`src/rtl/tl_ul_sram_responder.sv`:
```
// TileLink-UL responder backing a DEPTH x 32-bit register file.
// Handles single-beat Get / PutFullData / PutPartialData on channel A and
// answers on channel D through a 2-entry response queue (latency 1).
// Optional build macro TL_RESP_PROTO_CHECK_EN adds protocol-field checks
// (a_param, alignment, PutFull lane mask, empty Put mask) that deny the request.
module tl_ul_sram_responder #(
  parameter int          DEPTH = 16,
  parameter logic [29:0] BASE  = 30'h0000000,
  parameter int          SRC_W = 2
) (
  input  logic             clock,
  input  logic             reset_n,
  input  logic             a_valid,
  output logic             a_ready,
  input  logic [2:0]       a_opcode,
  input  logic [2:0]       a_param,
  input  logic [1:0]       a_size,
  input  logic [SRC_W-1:0] a_source,
  input  logic [29:0]      a_address,
  input  logic [3:0]       a_mask,
  input  logic [31:0]      a_data,
  output logic             d_valid,
  input  logic             d_ready,
  output logic [2:0]       d_opcode,
  output logic [1:0]       d_size,
  output logic [SRC_W-1:0] d_source,
  output logic             d_denied,
  output logic [31:0]      d_data
);
  localparam int AW = $clog2(DEPTH);

  typedef struct packed {
    logic [2:0]       opcode;
    logic [1:0]       size;
    logic [SRC_W-1:0] source;
    logic             denied;
    logic [31:0]      data;
  } rsp_t;

  logic [31:0]   mem_q [DEPTH];
  logic [31:0]   mem_d [DEPTH];
  rsp_t          rsp_q [2];
  rsp_t          rsp_d [2];
  logic [1:0]    count_q, count_d;
  logic          head_q, head_d;

  logic          a_fire, d_fire;
  logic [29:0]   off;
  logic          in_range, is_get, is_put, size_ok, proto_bad, denied, wr_en;
  logic [AW-1:0] idx;
  rsp_t          rsp_new, rsp_head;
  logic          unused_bits;

  assign a_ready  = reset_n & (count_q < 2'd2);
  assign a_fire   = a_valid & a_ready;
  assign d_valid  = (count_q != 2'd0);
  assign d_fire   = d_valid & d_ready;
  assign rsp_head = rsp_q[head_q];
  assign {d_opcode, d_size, d_source, d_denied, d_data} = d_valid ? rsp_head : '0;

  // Request decode: address window, opcode legality, optional protocol checks
  always_comb begin
    off       = a_address - BASE;
    in_range  = (a_address >= BASE) && (off[29:2] < 28'(DEPTH));
    idx       = off[AW+1:2];
    is_get    = (a_opcode == 3'd4);
    is_put    = (a_opcode == 3'd0) || (a_opcode == 3'd1);
    size_ok   = (a_size != 2'd3);
    proto_bad = 1'b0;
`ifdef TL_RESP_PROTO_CHECK_EN
    begin
      logic [3:0] lanes;
      logic       misaligned;
      case (a_size)
        2'd0:    lanes = 4'b0001 << a_address[1:0];
        2'd1:    lanes = 4'b0011 << a_address[1:0];
        default: lanes = 4'b1111;
      endcase
      misaligned = (a_size == 2'd1 && a_address[0]) ||
                   (a_size == 2'd2 && a_address[1:0] != 2'd0);
      proto_bad  = (a_param != 3'd0) || misaligned ||
                   (a_opcode == 3'd0 && a_mask != lanes) ||
                   (is_put && a_mask == 4'd0);
    end
`endif
    denied = !(is_get || is_put) || !size_ok || !in_range || proto_bad;
    wr_en  = a_fire && is_put && !denied;
    rsp_new.opcode = (is_get && size_ok) ? 3'd1 : 3'd0;
    rsp_new.size   = a_size;
    rsp_new.source = a_source;
    rsp_new.denied = denied;
    rsp_new.data   = (is_get && !denied) ? mem_q[idx] : 32'd0;
  end

  // Without the protocol checks a_param and the low offset bits are don't-care
  assign unused_bits = ^{a_param, off[1:0]};

  // Byte-masked storage update on an accepted, non-denied Put
  always_comb begin
    mem_d = mem_q;
    if (wr_en) begin
      for (int b = 0; b < 4; b++)
        if (a_mask[b]) mem_d[idx][8*b +: 8] = a_data[8*b +: 8];
    end
  end

  // Storage is intentionally not reset
  always_ff @(posedge clock) begin
    mem_q <= mem_d;
  end

  // Response queue: push at tail (head + count), pop at head
  always_comb begin
    rsp_d   = rsp_q;
    count_d = count_q + {1'b0, a_fire} - {1'b0, d_fire};
    head_d  = head_q ^ d_fire;
    if (a_fire) rsp_d[head_q ^ count_q[0]] = rsp_new;
  end

  // Queue state; reset drops every pending response
  always_ff @(posedge clock) begin
    if (!reset_n) begin
      count_q  <= 2'd0;
      head_q   <= 1'b0;
      rsp_q[0] <= '0;
      rsp_q[1] <= '0;
    end else begin
      count_q <= count_d;
      head_q  <= head_d;
      rsp_q   <= rsp_d;
    end
  end
endmodule
```
`config.mk`:
```
export PLATFORM = sky130hd
export DESIGN_NAME = tl_ul_sram_responder
export DESIGN_NICKNAME = d
export VERILOG_FILES = /design/src/rtl/tl_ul_sram_responder.sv
export SDC_FILE = /design/constraint.sdc
export NUM_CORES = 1
export LEC_CHECK = 0
export ABC_AREA = 1
export CELL_PAD_IN_SITES_DETAIL_PLACEMENT = 1
export CELL_PAD_IN_SITES_GLOBAL_PLACEMENT = 2
export CORE_ASPECT_RATIO = 0.75
export CORE_MARGIN = 3
export CORE_UTILIZATION = 41
export DETAILED_ROUTE_END_ITERATION = 10
export GPL_ROUTABILITY_DRIVEN = 0
export PLACE_DENSITY_LB_ADDON = 0.1
export SETUP_SLACK_MARGIN = 0.4
export SLEW_MARGIN = 20
export SYNTH_ARGS = -nofsm -noshare
export SYNTH_HDL_FRONTEND = slang
export SYNTH_SLANG_ARGS = --single-unit
```
`constraint.sdc`:
```
create_clock -name clock -period 5.7 [get_ports clock]
set_input_delay 1.14 -clock clock [delete_from_list [all_inputs] [get_ports clock]]
set_output_delay 1.14 -clock clock [all_outputs]
set_load 0.005 [all_outputs]
```
After elaboration in Yosys (flattened, before gate mapping)
Cells that the tools add are included.
W data, S select, Z words.
{"block": "totals", "ff_bits": 595, "output_inout_bits": 42, "wordCells": 97}
{"block": "op_classes", "add_sub_neg": 2, "order_cmp": 8, "eq_ne": 3, "muxes": 31, "bitwise": 8, "n_reduce_logical": 17}
{"cell": "$mux W512", "count": 7}
{"cell": "$bwmux W512", "count": 4}
{"cell": "$demux W32 S4", "count": 4}
{"cell": "$mux W40", "count": 5}
{"cell": "$bmux W32 S4", "count": 1}
{"cell": "$mux W32", "count": 4}
{"cell": "$bwmux W80", "count": 1}
{"cell": "$demux W40 S1", "count": 1}
{"cell": "$ge A30 B1 Y1 const B", "count": 1}
{"cell": "$lt A28 B5 Y1 const B", "count": 1}
{"cell": "$mux W24", "count": 1}
{"cell": "$mux W16", "count": 1}
{"cell": "$mux W8", "count": 1}
{"cell": "$logic_and A1 B1 Y1", "count": 7}
{"cell": "$ge A5 B5 Y1 const B", "count": 1}
{"cell": "$lt A5 B1 Y1 const B", "count": 1}
{"cell": "$not A4 Y5", "count": 1}
{"cell": "$ge A2 B2 Y1 const B", "count": 2}
{"cell": "$logic_not A1 Y1", "count": 4}
{"cell": "$logic_or A1 B1 Y1", "count": 4}
{"cell": "$not A1 Y2", "count": 2}
{"cell": "$and A1 B1 Y1", "count": 3}
{"cell": "$eq A3 B1 Y1 const B", "count": 1}
{"cell": "$eq A3 B3 Y1 const B", "count": 1}
{"cell": "other kinds (9)", "count": 10}

Logic depth before layout (Yosys ltp)
{"block": "logic_depth", "depth_word": 17, "depth_mapped": 13, "mapped_depth_nobuf": 11}

Worst setup path before layout
Ideal clock, no wire load.
{"block": "synth_timing", "path_type": "input -> register", "start": "in a_address[3]", "end": "reg mem_q[248] (netlist name), enable pin", "setup_time_ps": 370, "arrival_time_ps": 2482, "setup_slack_ps": 2847, "path_stages": 8, "path_buffers": 3, "cell_sequence": "buf_2 buf_2 buf_2 nor2_1 inv_1 nor2_1 nand2_1 nor2_1"}
{"block": "synth_between", "elab_chain_len": 6, "elab_cells_between_ends": 7, "classes_between": "order compare: 2; reduce/logical: 5"}
{"item": "start, declared", "line": "19", "source": "input logic [29:0] a_address,"}
{"item": "$ge A30 B1 Y1 or $lt A28 B5 Y1 (tied branches)", "line": "64", "source": "in_range = (a_address >= BASE) && (off[29:2] < 28'(DEPTH));"}
{"item": "$logic_and A1 B1 Y1 *", "line": "64"}
{"item": "$logic_not A1 Y1 *", "line": "86", "source": "denied = !(is_get || is_put) || !size_ok || !in_range || proto_bad;"}
{"item": "$logic_or A1 B1 Y1 *", "line": "86"}
{"item": "$logic_not A1 Y1 *", "line": "87", "source": "wr_en = a_fire && is_put && !denied;"}
{"item": "$logic_and A1 B1 Y1 *", "line": "87"}
{"item": "end signal, assigned", "line": "109", "source": "mem_q <= mem_d;"}
{"item": "end, declared", "line": "40", "source": "logic [31:0] mem_q [DEPTH];"}
Mark *: on every way between the ends. The rest lies on a longest branch, timed or not.
A chain may end at the register's enable or synchronous reset.

Worst setup path in the final report
{"block": "layout_timing", "start": "reg head_q", "end": "out d_data[16]"}
{"block": "layout_between", "elab_chain_len": 5}
{"item": "start, declared", "line": "45", "source": "logic head_q, head_d;"}
{"item": "start signal, assigned", "line": "124", "source": "head_q <= 1'b0;"}
{"item": "start signal, assigned", "line": "129", "source": "head_q <= head_d;"}
{"item": "$not A1 Y2 (implied by the code)", "line": "58", "source": "assign rsp_head = rsp_q[head_q];"}
{"item": "$mux W40 (implied by the code) (3 in a row)", "line": "58"}
{"item": "$mux W40", "line": "59", "source": "assign {d_opcode, d_size, d_source, d_denied, d_data} = d_valid ? rsp_head : '0;"}
{"item": "end, declared", "line": "28", "source": "output logic [31:0] d_data"}
No other way between the ends. The select of a mux whose other input is x is not followed.

==> metrics.csv <==
metric,value,unit
via count,19700,
post-CTS setup buffers,0,
total clock sinks,591,
CP Buf/Inv Count,3,
status,"complete, no violations",
mapped cell area,26800,um2
WL final,77800,um
antenna fix cells,0,
Synth Area in Compound Gates,4.33,%
"delay-heaviest family, CP",buffers and inverters,
total gr overflow,0,
"flops & latches, synth",591,
clock slew at reported path FFs,70,ps
global-route wire length before repair,118000,um
R2R Path Start,count_q[1]$_SDFF_PN0_,
cts hold-fix bufs,0,
CORE AREA,64100,um2
clk_skew,22.4,ps
Starting Density,41.8,%
crit path cell chain,inv_1 -> buf_4 -> nand2_1 -> a21oi_1 -> clkdlybuf4s50_1,
Synth Warn #,0,
mux cell area share after synthesis,0,%
Clock Path Buffers,3,
"Hold Violations, Final",0,
worst-path maximum fanout,21,
ys flop type,edfxtp_1,
Tcrit/Tclk final,67.9,%
Mapped Cells,3059,
Core Rows,80,
die area,68400,um2
initial antenna violation count,1,
nets@finish,3198,
# setup viols final,0,
async set-reset flop share out of synthesis,0,%
root buf cell,clkbuf_16,
Critical Path Start Type,flip-flop,
Worst-Skew Late Latency,640,ps
Final TNS setup,0,ps
number of max-cap violations,0,
Synth Area in Simple Gates,23.9,%
CTS resizes,0,
post-detail-place hpwl,48900,um
Mapped Avg Cell Area,8.75,um2
Post-synth EDFFs,512,
synth unique cells,27,
Post-DRT Antenna Nets,0,
crit path kind,reg -> out,
DRT Pass-1 Iters,5,
Fmax achieved,258,MHz
Stages on worst setup path,5,
Leakage,13.6,nW
peak supply drop,0.254,mV
r2r setup slk,2860,ps
GRT Util Overall,22.8,%
min Tclk post-route,3870,ps
Min-Delay Startpoint,rsp_q[76]$_SDFFE_PN0P_,
CTS tree,done,
Hold Path Depth,2,
WL per Instance,19.3,um
DRT iter0 DRCs,1240,
Worst Path Required,4560,ps
Die Ht,227,um
H-tree lvl count,2,
P&R area growth vs syn,14.6,%
clock buffer count from CTS,60,
CP max stage cell,clkdlybuf4s50_1,
Max stage delay on crit path,540,ps
layout cells sized above 1,4.27,%
Slew headroom,26.0,%
Tightest Hold Check Type,reg -> reg,
overall power,10.1,mW
cell count after placement,3915,
die width,301,um
# fillers,7384,
Final Non-Filler Cells,4026,
Hold EP,rsp_q[76]$_SDFFE_PN0P_,
Crit. End Element,primary output,
DR DRC count,0,
RR Endpoint,mem_q[478]$_DFFE_PP_,
FF-to-FF path depth,5,
pwr/cell area,330,nW/um2
unrepaired setup endpoints after global routing,false,
io pins,122,
Worst Tran Pin Value,1110,ps
XOR/XNOR Fraction of Synth Area,0.0655,%
register area share after synthesis,63.4,%
I/O Buffers,114,
largest family of logic cells by synthesized area,simple AND/OR/NAND/NOR gates,
critical path arrival,2730,ps
largest net degree at the start of global routing,179,
via-per-instance ratio,4.89,
Pins Over Slew Limit,0,
vias in the first global route,20500,
Post-Synth Adder-Cell Area,0.0935,%
-- report_power, final --
part | leakage, nW | total, mW | internal, mW | switching, mW
combinational | 7.58 | 1.05 | 0.323 | 0.725
clock | 1.00 | 4.19 | 2.47 | 1.72
sequential | 5.02 | 4.87 | 4.81 | 0.0675
total | 13.6 | 10.1 | 7.60 | 2.51
-- worst register-to-register path: stages (launching register included) --
cell and delay, ps:
dfxtp_1 370, nor2_4 170, nand2_2 150, nor3_4 370, nand2_1 580, nor2_1 830
-- sequential cells by signal (all words and copies together), names as in the netlist --
signal   cells
head_q       1
mem_q      512
count_q      2
rsp_q       76
-- per-stage QoR --
| step | utilization, % | setup WS, ps | hold slack [ps] | instance area, um2 |
|---|---|---|---|---|
| 3_5_place_dp | 44.6 | 1450 | 476 | 28600 |
| 6_report | 47.9 | 1830 | 491 | 30700 |
| 4_1_cts | 47.9 | 1730 | 491 | 30700 |
| 2_1_floorplan | - | 2850 | 455 | 26800 |
| 3_3_place_gp | 44.6 | 1570 | 464 | 28600 |
| 5_1_grt | 47.9 | 1640 | 510 | 30700 |
-- cell usage after synthesis, types with 2 or more instances --
cell         n  share of area (%)
inv_1      413                5.8
edfxtp_1   512                 57
o21bai_1    31               0.87
ha_1         2              0.093
clkbuf_1    70               0.98
inv_2        4              0.056
nand2_2      3              0.070
nor2_2       2              0.047
dfxtp_1     79                5.9
o21ai_1      2              0.037
buf_4       10               0.28
nand2_1   1233                 17
buf_1       18               0.25
nor2_1     437                6.1
nand3_2      3               0.11
a21oi_1    107                2.0
buf_2       47               0.88
o21ai_0     76                1.4
nand3_1      2              0.037
-- logic make-up (layout without fill, tap and decap cells) --
group	count (synthesis)	count (layout)
adders and majority gates	2	2
AOI/OAI and AO/OA	216	216
buffers and inverters	563	668
DFF	591	591
xor gates and xnor gates	2	2
other	1	2
and+or+nand+nor	1684	1684
-- final cells by class --
class / instances / area (um2) / area share [%]
clock inverters: 41 / 487 / 1.59
multi-input cells: 1906 / 7630 / 24.9
inverters: 417 / 1570 / 5.13
repair buffers: 140 / 1360 / 4.42
flip-flops and latches: 591 / 17000 / 55.3
clock buffers: 70 / 1580 / 5.16
well taps: 861 / 1080 / 3.51
-- placed cells by master, fill, tap and decap left out, drive strengths merged --
cell and instances:
edfxtp 512, inv 415, conb 2, bufinv 11, nand3 5, xnor2 1
ha 2, o21bai 31, xor2 1, a21oi 107, nand2 1236, and2 1
clkinvlp 2, clkinv 30, o21ai 78, clkdlybuf4s50 111, clkbuf 70, nor3 2
buf 29, dfxtp 79, nor2 440
-- routing by layer --
| layer | share of wire, % | wire, um | vias to the layer above | global-route usage (%) |
|---|---|---|---|---|
| li1 | - | - | 9561 | - |
| met1 | 45 | 35400 | 9740 | 30.5 |
| met2 | 48 | 37200 | 290 | 38.7 |
| met3 | 4.5 | 3530 | 106 | 3.99 |
| met4 | 2.1 | 1660 | 0 | 5.74 |
| met5 | 0 | 0 | - | 0 |
-- worst max path at each step --
| stage | end | slack (ps) | start |
|---|---|---|---|
| after floorplan | mem_q[248]$_DFFE_PP_ | 2850 | a_address[3] |
| after global placement | mem_q[408]$_DFFE_PP_ | 1570 | a_size[0] |
| after detailed placement | mem_q[409]$_DFFE_PP_ | 1450 | a_size[1] |
| after CTS | d_data[11] | 1730 | head_q$_SDFF_PN0_ |
| after global routing | d_data[16] | 1640 | head_q$_SDFF_PN0_ |
| final | d_data[16] | 1830 | head_q$_SDFF_PN0_ |
(Power assumes the default switching activity.)
==> variant (config.mk and constraints unchanged) <==
`SRC_W`: 2 -> 4.
--- a/src/rtl/tl_ul_sram_responder.sv
+++ b/src/rtl/tl_ul_sram_responder.sv
@@ -8,3 +8,3 @@
   parameter logic [29:0] BASE  = 30'h0000000,
-  parameter int          SRC_W = 2
+  parameter int          SRC_W = 4
 ) (
Interface: changed (resized a_source and d_source); port bits go from 122 to 126. No check against the original RTL was run, so the function may have changed too.
==> variant against the original RTL <==
Critical path depth unchanged; final area hardly changed; power decreased by 2.7%; sequential cell count rose by 4; die area up 0.41%; synthesized area increased by 0.43%; setup slack gained 0.15 ns; routed wire length down 1.6%; sequential share of layout area grew 0.21 points; critical endpoint is now mem_q[386]; largest cell class unchanged.
==> variant: results (changes against the original RTL) <==
[drt]
met1_length_um=35400  ; about the same
drt_iter0_drc=1386  ; was 1,240
met3WireLength_um=3000  ; was 3530 um
wire_per_inst_um=18.9  ; was 19.3 um

[placed_design]
io_buffers=118  ; was 114
placedInstanceArea_um2=28800  ; was 28,600 um2

[global_routing]
gr-usage-met1=0.313  ; was 0.305
grt_util_met3=0.0281  ; was 0.0399
grt_pass1_wl_um=119000  ; was 118,000 um
use_met2=0.369  ; was 0.387
grt_usage=0.223  ; was 0.228

[pwr]
p_int_w=0.00737  ; was 0.00760 W
peakVddDrop_uv=230  ; was 254 uV

[logic_synthesis]
synth_area_leaders=edfxtp_1, nand2_1, nor2_1  ; unchanged
synth_cell_types=23  ; was 27
ys_seq_area_frac=0.634  ; about the same
synthTopCellsByCount=nand2_1, edfxtp_1, nor2_1  ; unchanged

[setup_path]
cp_top_family=simple AND/OR/NAND/NOR gates  ; was buffers and inverters
max_stage_delay_ns=0.90  ; was 0.54 ns
r2r-end=mem_q[386]  ; was mem_q[478]
reg2reg_setup_slack_ns=2.40  ; was 2.86 ns
slowest_stage=nor2_1  ; was clkdlybuf4s50_1

[min_path]
hold_path_end=rsp_q[77]  ; was rsp_q[76]
worstHoldStart=rsp_q[77]  ; was rsp_q[76]

[outcome]
status=completed  ; unchanged

[layout]
drive_above_1_share=0.0429  ; was 0.0427

[timing]
slew_headroom=0.353  ; was 0.260
skew_ns=0.0217  ; was 0.0224 ns

variant: cell type report:
| class | count | area (um2) | area share |
|---|---|---|---|
| clock buffer | 76 | 1630 | 0.0532 |
| tap | 861 | 1080 | 0.0351 |
| multi-input combinational | 1924 | 7660 | 0.250 |
| sequential | 595 | 17000 | 0.555 |
| clock inverter | 33 | 267 | 0.00868 |
| timing repair buffer | 151 | 1450 | 0.0472 |
| inverter | 416 | 1570 | 0.0511 |
| antenna | 1 | 2.50 | 0.0000815 |
variant: stage by stage:
stage                     instances  power [W]
after detailed placement       3946    0.00606
after CTS                      4055    0.00992
after global routing           4057     0.0103
after floorplan                3084    0.00558
final                          4057    0.00984
after global placement         3946    0.00602
variant: cell families (layout without fill, tap and decap cells):
logic type | count (synthesis) | in the layout | synth area share
buf+inv | 565 | 676 | 0.0823
xor+xnor | 2 | 2 | 0.000652
fa+ha+maj | 2 | 2 | 0.000931
flops | 595 | 595 | 0.634
other cells | 1 | 3 | 0.000140
simple gates | 1696 | 1696 | 0.238
compound gates | 222 | 222 | 0.0442
variant: worst max-delay path by stage:
stage / start / to / slack (ns) / cells after the start
after global routing: a_valid / mem_q[226] / 1.85 / 5
after detailed placement: a_valid / mem_q[388] / 1.29 / 5
after global placement: a_valid / mem_q[388] / 1.39 / 5
final: a_valid / mem_q[386] / 1.98 / 5
after CTS: count_q[1] / d_data[31] / 1.92 / 3
after floorplan: a_address[23] / mem_q[104] / 2.83 / 8
variant: power by group through the flow:
stage,combinational (W),clock (W),sequential (W)
3_3_place_gp,0.00103,0,0.00499
6_report,0.00107,0.00386,0.00491
5_1_grt,0.00119,0.00413,0.00492
2_1_floorplan,0.000599,0,0.00498
3_5_place_dp,0.00106,0,0.00500
4_1_cts,0.00107,0.00394,0.00491
